$ cat config.mk
export PLATFORM = sky130hd
export DESIGN_NAME = self_reloading_counter
export DESIGN_NICKNAME = d
export VERILOG_FILES = /design/src/rtl/self_reloading_counter.sv
export SDC_FILE = /design/constraint.sdc
export NUM_CORES = 1
export LEC_CHECK = 0
export CAP_MARGIN = 20
export CORE_AREA = 2 2 39 41
export DETAILED_ROUTE_END_ITERATION = 10
export DIE_AREA = 0 0 41 43
export GPL_TIMING_DRIVEN = 0
export SLEW_MARGIN = 10
export SYNTH_ARGS = -nofsm -noshare
export SYNTH_HDL_FRONTEND = slang
export SYNTH_SLANG_ARGS = --single-unit
$ cat constraint.sdc
create_clock -name clk -period 3.25 [get_ports clk]
set_clock_uncertainty 0.15 [all_clocks]
set_input_delay 0.4875 -clock clk [delete_from_list [all_inputs] [get_ports clk]]
set_output_delay 0.4875 -clock clk [all_outputs]
set_load 0.05 [all_outputs]
$ cat src/rtl/self_reloading_counter.sv
// Down-counter that reloads its stored value after reaching 0; load_i overrides and updates the reload value.
// count_o is registered (1-cycle latency from load); no backpressure. Optional wrap_o via SELF_RELOADING_COUNTER_WRAP_EN.
module self_reloading_counter #(
  parameter int WIDTH = 4
) (
  input  logic             clk,
  input  logic             reset,
  input  logic             load_i,
  input  logic [WIDTH-1:0] load_val_i,
`ifdef SELF_RELOADING_COUNTER_WRAP_EN
  output logic             wrap_o,
`endif
  output logic [WIDTH-1:0] count_o
);

  logic [WIDTH-1:0] count;
  logic [WIDTH-1:0] reload_val;
  logic [WIDTH-1:0] count_nxt;
  logic [WIDTH-1:0] reload_nxt;
  logic             at_zero;

  assign at_zero = (count == '0);

  // Load wins over both decrement and zero-reload; 0 reloads, so no underflow.
  always_comb begin
    count_nxt  = count - 1'b1;
    reload_nxt = reload_val;
    if (load_i) begin
      count_nxt  = load_val_i;
      reload_nxt = load_val_i;
    end else if (at_zero) begin
      count_nxt  = reload_val;
    end
  end

  always_ff @(posedge clk or negedge reset) begin
    if (!reset) begin
      count      <= '1;
      reload_val <= '1;
    end else begin
      count      <= count_nxt;
      reload_val <= reload_nxt;
    end
  end

  assign count_o = count;

`ifdef SELF_RELOADING_COUNTER_WRAP_EN
  assign wrap_o = reset & at_zero & ~load_i;
`endif

endmodule

# Word-level counts from Yosys, hierarchy flattened
# Cells that the tools add are included.
# totals
ff_bits,8
inputBits,7
# op_classes
muxes,2
add_sub_neg,1
n_reduce_logical,1
# op_table
op,count
4-bit two-way mux,2
4-bit zero test,1
4-bit by 1-bit subtractor with 4-bit output (second input constant),1

# Depth between registers and ports, before layout
# Gate-level depths: netlist of the first run.
# logic_depth
ltp_word,3
ltp_mapped,5
ltp_nobuf,5

# Worst setup path after synthesis of the first run
# No wires, ideal clock.
# synth_timing
path_kind,register -> register
startpoint,reg count[0] (netlist: count_o[0])
endpoint,reg count[0] (netlist: count_o[0])
path_buffers,0
setup_ps,82
required_ps,3018
t_arrival_ps,1543
path_stages_with_launch,6
slack_ps,1475
path_cell_list,dfstp_2 > inv_1 > ha_1 > nor3b_4 > mux2i_1 > mux2_2
# synth_between
elab_chain_len,3
elab_cells_between_ends,4
classes_between,1 x add/sub; 2 x mux; 1 x reduce/logical
# synth_rtl
element,line_no,source
"start, declared",16,logic [WIDTH-1:0] count;
"start signal, assigned",41,count <= count_nxt;
4-bit by 1-bit subtractor with 4-bit output or 4-bit zero test (tied branches),"26, 22",
4-bit two-way mux *,31,end else if (at_zero) begin
4-bit two-way mux *,28,if (load_i) begin
named net count_nxt[0],18,logic [WIDTH-1:0] count_nxt;
# The timed path passes the listed nets; every way through them passes the cells marked *.
# A chain may end at the register's enable or synchronous reset.

# Final worst setup path of the first run
# layout_timing
startpoint,reg count[2] (netlist: count_o[2])
endpoint,out count_o[2]
# layout_rtl
element,line_no,source
"end, declared",13,output logic [WIDTH-1:0] count_o
# No word-level cell between the ends.

==> impl_metrics.env, run 1 <==
export IMPL_status="finished clean"
export IMPL_h_tree_depth=1
export IMPL_synth_top_cell_area_share_pct=51.4
export IMPL_clock_path_buffers=2
export IMPL_cts_sinks=8
export IMPL_grt_pass1_vias=308
export IMPL_synth_most_common_cell="dfstp_2"
export IMPL_yosys_area_top_type="dfstp_2"
export IMPL_synthTopCellsByCount="dfstp_2 (8), inv_1 (5), o21ai_0 (4)"
export IMPL_synthFlopType="dfstp_2"
export IMPL_finalSetupViolations=0
export IMPL_viasPerCell=4.69
export IMPL_clock_fmax_ghz=0.431
export IMPL_multi_input_area_sq_um=175
export IMPL_path_depth=1
export IMPL_tns_ps=0
export IMPL_clk_latency_ps=260
export IMPL_placed_area_sq_um=529
export IMPL_required_ps=2610
export IMPL_drtIter0Drc=7
export IMPL_clk_pin_slew_ps=60
export IMPL_gp_congestion=0.669
export IMPL_syn_inst=38
export IMPL_reg2regPathDepth=5
export IMPL_die_y_um=43
export IMPL_min_period_ps=2320
export IMPL_r2r_slack_ps=1600
export IMPL_grt_max_degree=11
export IMPL_final_area_sq_um=552
export IMPL_synth_edf_count=0
export IMPL_synth_seq_cells=8
export IMPL_crit_chain="clkdlybuf4s50_1"
export IMPL_drc=0
export IMPL_numPortBuffers=10
export IMPL_yosysSeqAreaShare_pct=51.4
export IMPL_max_stage_delay_ps=820
export IMPL_timing_hold_ws_ps=329
export IMPL_place_ws_ps=1200
export IMPL_syn_to_final_growth_pct=34.9
export IMPL_seq_area_sq_um=210
export IMPL_n_fill_cell=145
export IMPL_firstDrtPassIters=3
export IMPL_num_antenna_cells=0
export IMPL_dieArea_sq_um=1760
export IMPL_drv_slew=0
export IMPL_crit_path_end="count_o[2]"
export IMPL_cp_max_fo=6
export IMPL_wl_per_cell_um=12.1
export IMPL_final_antenna_net_count=0
export IMPL_period_share_pct=71.4
export IMPL_tightestPinTransition_ps=490
export IMPL_final_cells=67
export IMPL_drv_cap=0
export IMPL_ys_async_sr_fraction_pct=100
export IMPL_ioPinCount=11
export IMPL_grt_first_pass_wirelength_um=1350
export IMPL_fp_dieW_um=41
export IMPL_synth_area_per_cell_sq_um=10.8
export IMPL_irDropWorstVdd_uv=347
export IMPL_cp_end_kind="output port"
export IMPL_cts_buffers=3
export IMPL_total_leakage_power_nw=0.225
export IMPL_worst_path_buf_inv=1
export IMPL_crit_family="buffers and inverters"
export IMPL_antenna_found_initial=0
export IMPL_power_density_nw_per_um2=586
export IMPL_path_class="flop to output port"
export IMPL_crit_slowest_cell="clkdlybuf4s50_1"
export IMPL_cp_arrival_ps=1680
export IMPL_vias=314
export IMPL_rsz0062_at_grt="no"
export IMPL_layout_drive_gt1_share_pct=31.4
export IMPL_cts_root_buffer="clkbuf_4"
export IMPL_postCtsHoldBufs=0
export IMPL_syn_nets=46
export IMPL_timing_rr_end="count_o[0]"
export IMPL_final_hold_violation_count=0
export IMPL_start_kind="flop"
export IMPL_totalWireLength_um=814
export IMPL_synth_area_leaders="dfstp_2 (51%), mux2_2 (5.5%), o21ai_0 (4.9%)"
export IMPL_grtUsageTotal_pct=12.1
export IMPL_syn_area_sq_um=409
export IMPL_r2r_start="count_o[0]"
export IMPL_rows=14
export IMPL_cts_tree="built"
export IMPL_ctsResizeCount=0
export IMPL_slew_headroom_pct=67.2
export IMPL_place_inst=64
export IMPL_crit_start="count_o[2]"
export IMPL_setup_slack_ps=930
export IMPL_yosysWarnings=0
export IMPL_initial_core_util_pct=29.6
export IMPL_coreArea_sq_um=1380
export IMPL_finalNetCount=61
export IMPL_overflow=0
export IMPL_dp_hpwl_um=580
export IMPL_hold_class="flop to flop"
export IMPL_post_cts_setup_buffer_count=0
export IMPL_synth_cell_type_count=19
## how the worst min path moves through the flow
stage          cells after the start           from       endpoint
2_1_floorplan                      0          reset     count_o[0]
3_3_place_gp                       2  reload_val[1]  reload_val[1]
3_5_place_dp                       2  reload_val[1]  reload_val[1]
4_1_cts                            2  reload_val[1]  reload_val[1]
5_1_grt                            2  reload_val[1]  reload_val[1]
6_report                           2  reload_val[1]  reload_val[1]
## worst register-to-register path, stage by stage, from the launching register on
cell and delay (ps):
dfstp_2 560, inv_1 50, ha_1 240, nor3b_4 180, mux2i_1 110, mux2_2 270
## layer usage
layer / vias up / wire [um] / global-route usage, %
li1: 156 / - / -
met1: 148 / 371 / 15.5
met2: 8 / 374 / 16.3
met3: 2 / 54 / 7.85
met4: 0 / 14 / 4.00
met5: - / 0 / 0
## area by class of cell
class | instances | share of cell area (%)
flip-flops and latches | 8 | 38.1
multi-input cells | 24 | 31.7
repair buffers | 10 | 18.1
clock buffers | 3 | 4.08
well taps | 16 | 3.63
inverters | 5 | 3.40
plain buffers | 1 | 0.907
## placed cells by master (no fill, tap or decap), types with 2 or more instances in the layout
| cell type | count |
|---|---|
| clkdlybuf4s50_1 | 10 |
| o21ai_0 | 4 |
| nand2_1 | 3 |
| mux2_2 | 2 |
| a21oi_1 | 2 |
| nor3_1 | 2 |
| dfstp_2 | 8 |
| clkbuf_4 | 3 |
| inv_1 | 5 |
## stage by stage
| stage | total power [mW] | utilization (%) |
|---|---|---|
| 3_5_place_dp | 0.247 | 38.2 |
| 2_1_floorplan | 0.211 | - |
| 3_3_place_gp | 0.246 | 38.2 |
| 5_1_grt | 0.343 | 39.9 |
| 6_report | 0.323 | 39.9 |
| 4_1_cts | 0.326 | 39.9 |
## sequential cells by signal, summed over array words and instances, names as in the netlist
name and count:
reload_val 4, count_o 4
## where the power goes
group	total, mW	switching [mW]	internal, mW	leakage (nW)
clock network	0.0772	0.0348	0.0423	0.0138
logic	0.106	0.0594	0.0466	0.127
registers	0.140	0.0162	0.124	0.0840
## cells by family (layout without fill, tap and decap cells)
logic type                 count (synthesis)  after routing  share of synthesized area [%]
adders and majority gates                  1              1                           3.06
buffers and inverters                      6             19                           5.81
muxes                                      3              3                           7.95
and+or+nand+nor                           11             11                           18.0
DFF                                        8              8                           51.4
AOI/OAI and AO/OA                          9              9                           13.8
Note: power is estimated with default switching activity, not from simulation.
==> run 2, diff against run 1 <==
- clock period: 3.25 -> 2.3 ns (I/O delays scaled with it)
==> results of run 2 <==
Same layout as run 1 (identical final DEF). Status: finished clean.
Main changes from that run: setup slack after placement 1200 ps -> 397 ps; setup slack after layout 930 ps -> 122 ps; register-to-register setup slack 1600 ps -> 650 ps; total power 0.323 mW -> 0.457 mW; worst IR drop on VDD 347 uV -> 490 uV
==> run 3, diff against run 2 <==
- REMOVE_ABC_BUFFERS: not set -> 1
==> run 3 against run 2 <==
Sequential power hardly changed. Fmax barely moved. Die area did not move. Combinational power barely moved. Non-clock buffer count shrank 1. Cell area fell by 0.91%. Worst hold slack lost 4.3 ps. Final cell count fell by 1.5%. Register-to-register slack about the same. Global-route usage decreased by 1.1 points. Clock power about the same. Count of clock-buffer cells in the layout did not move.
==> impl_metrics.env, run 3 (synthesis gave the netlist of run 1 again) <==
export IMPL_crit_family="buffers and inverters"
export IMPL_cts_root_buffer="clkbuf_4"
export IMPL_hold_path_end="reload_val[1]"
export IMPL_sw_frac_of_total_pct=34.2
export IMPL_postLayoutCoreUtil_pct=39.5
export IMPL_max_stage_delay_ps=820
export IMPL_syn_to_final_growth_pct=33.6
export IMPL_final_hold_violation_count=0
export IMPL_p_clk_share_pct=24.4
export IMPL_worst_path_buf_inv=1
export IMPL_power_switching_mw=0.156
export IMPL_dp_hpwl_um=521
export IMPL_final_common_cell="clkdlybuf4s50_1"
export IMPL_grt_pass1_vias=279
export IMPL_wl_per_cell_um=10.8
export IMPL_initial_core_util_pct=29.6
export IMPL_drtIter0Drc=2
export IMPL_numPortBuffers=10
export IMPL_placed_area_sq_um=524
export IMPL_r2r_start="count_o[0]"
export IMPL_cp_arrival_ps=1680
export IMPL_antenna_found_initial=0
export IMPL_timing_rr_end="count_o[3]"
export IMPL_whs_path_depth=2
export IMPL_path_class="flop to output port"
export IMPL_firstDrtPassIters=3
export IMPL_cp_end_kind="output port"
export IMPL_die_y_um=43
export IMPL_overflow=0
export IMPL_vias=300
export IMPL_crit_slowest_cell="clkdlybuf4s50_1"
export IMPL_power_density_nw_per_um2=835
export IMPL_status="finished clean"
export IMPL_p_comb_share_pct=32.5
export IMPL_r2r_slack_ps=650
export IMPL_num_antenna_cells=0
export IMPL_clk_pin_slew_ps=60
export IMPL_grt_first_pass_wirelength_um=1190
export IMPL_intPower_mw=0.300
export IMPL_n_fill_cell=155
export IMPL_finalSetupViolations=0
export IMPL_required_ps=1800
export IMPL_tightestPinTransition_ps=488
export IMPL_final_antenna_net_count=0
export IMPL_hold_start="reload_val[1]"
export IMPL_tns_ps=0
export IMPL_ioPinCount=11
export IMPL_place_ws_ps=406
export IMPL_totalWireLength_um=715
export IMPL_finalNetCount=60
export IMPL_timing_hold_ws_ps=324
export IMPL_cts_sinks=8
export IMPL_h_tree_depth=1
export IMPL_clock_fmax_ghz=0.459
export IMPL_coreArea_sq_um=1380
export IMPL_crit_chain="clkdlybuf4s50_1"
export IMPL_drc=0
export IMPL_cp_max_fo=6
export IMPL_postCtsHoldBufs=0
export IMPL_grt_max_degree=15
export IMPL_drv_cap=0
export IMPL_setup_slack_ps=123
export IMPL_clock_path_buffers=2
export IMPL_final_area_sq_um=547
export IMPL_rows=14
export IMPL_final_cell_mix="clkdlybuf4s50_1 (10), dfstp_2 (8), inv_1 (5)"
export IMPL_dieArea_sq_um=1760
export IMPL_cts_buffers=3
export IMPL_clk_latency_ps=260
export IMPL_start_kind="flop"
export IMPL_slew_headroom_pct=67.3
export IMPL_cts_tree="built"
export IMPL_viasPerCell=4.55
export IMPL_layout_drive_gt1_share_pct=30.0
export IMPL_irDropWorstVdd_uv=243
export IMPL_gp_congestion=0.653
export IMPL_seqPwrFrac_pct=43.2
export IMPL_total_leakage_power_nw=0.221
export IMPL_min_period_ps=2180
export IMPL_grtUsageTotal_pct=11.1
export IMPL_hold_class="flop to flop"
export IMPL_ctsResizeCount=0
export IMPL_fp_dieW_um=41
export IMPL_post_cts_setup_buffer_count=0
export IMPL_period_share_pct=94.7
export IMPL_rsz0062_at_grt="no"
export IMPL_reg2regPathDepth=5
export IMPL_drv_slew=0
run 3: changes by cell type in the layout (fill, tap and decap cells not counted), sizes merged:
cell,change
buf,-1
run 3: how the worst max path moves through the flow:
stage,slack [ps],cells after the start,end,start
2_1_floorplan,520,5,count_o[0],count_o[0]
3_3_place_gp,410,1,count_o[2],count_o[2]
3_5_place_dp,410,1,count_o[2],count_o[2]
4_1_cts,120,1,count_o[2],count_o[2]
5_1_grt,80,1,count_o[2],count_o[2]
6_report,120,1,count_o[2],count_o[2]
run 3: power by group through the flow:
stage                     registers, mW  clock network, mW  logic, mW
final                             0.197              0.111      0.148
after global routing              0.200              0.115      0.162
after CTS                         0.197              0.113      0.150
after detailed placement          0.199                  0      0.149
after global placement            0.199                  0      0.148
after floorplan                   0.242                  0     0.0535
run 3: tightest hold or removal path, delay by kind of cell (launching register included):
family | cells | cell delay [ps]
flip-flops | 1 | 360
AO/OA/AOI/OAI | 1 | 70
buffers and inverters | 1 | 40
run 3: per-stage QoR:
| step | std cells | power, mW |
|---|---|---|
| 5_1_grt | 66 | 0.477 |
| 6_report | 66 | 0.457 |
| 3_3_place_gp | 63 | 0.346 |
| 4_1_cts | 66 | 0.460 |
| 3_5_place_dp | 63 | 0.348 |
| 2_1_floorplan | 37 | 0.296 |
run 3: routing by layer:
layer	track usage, %	up-vias	wire (um)
met5	0	-	0
met1	13.7	133	341
met3	4.71	3	36
met4	12.0	0	27
li1	-	155	-
met2	12.8	9	310
run 3: layout make-up:
| class | count | area [sq um] | share of cell area (%) |
|---|---|---|---|
| flip-flops and latches | 8 | 210 | 38.4 |
| multi-input cells | 24 | 175 | 32.0 |
| repair buffers | 10 | 100 | 18.3 |
| clock buffers | 3 | 22.5 | 4.12 |
| well taps | 16 | 20.0 | 3.66 |
| inverters | 5 | 18.8 | 3.43 |
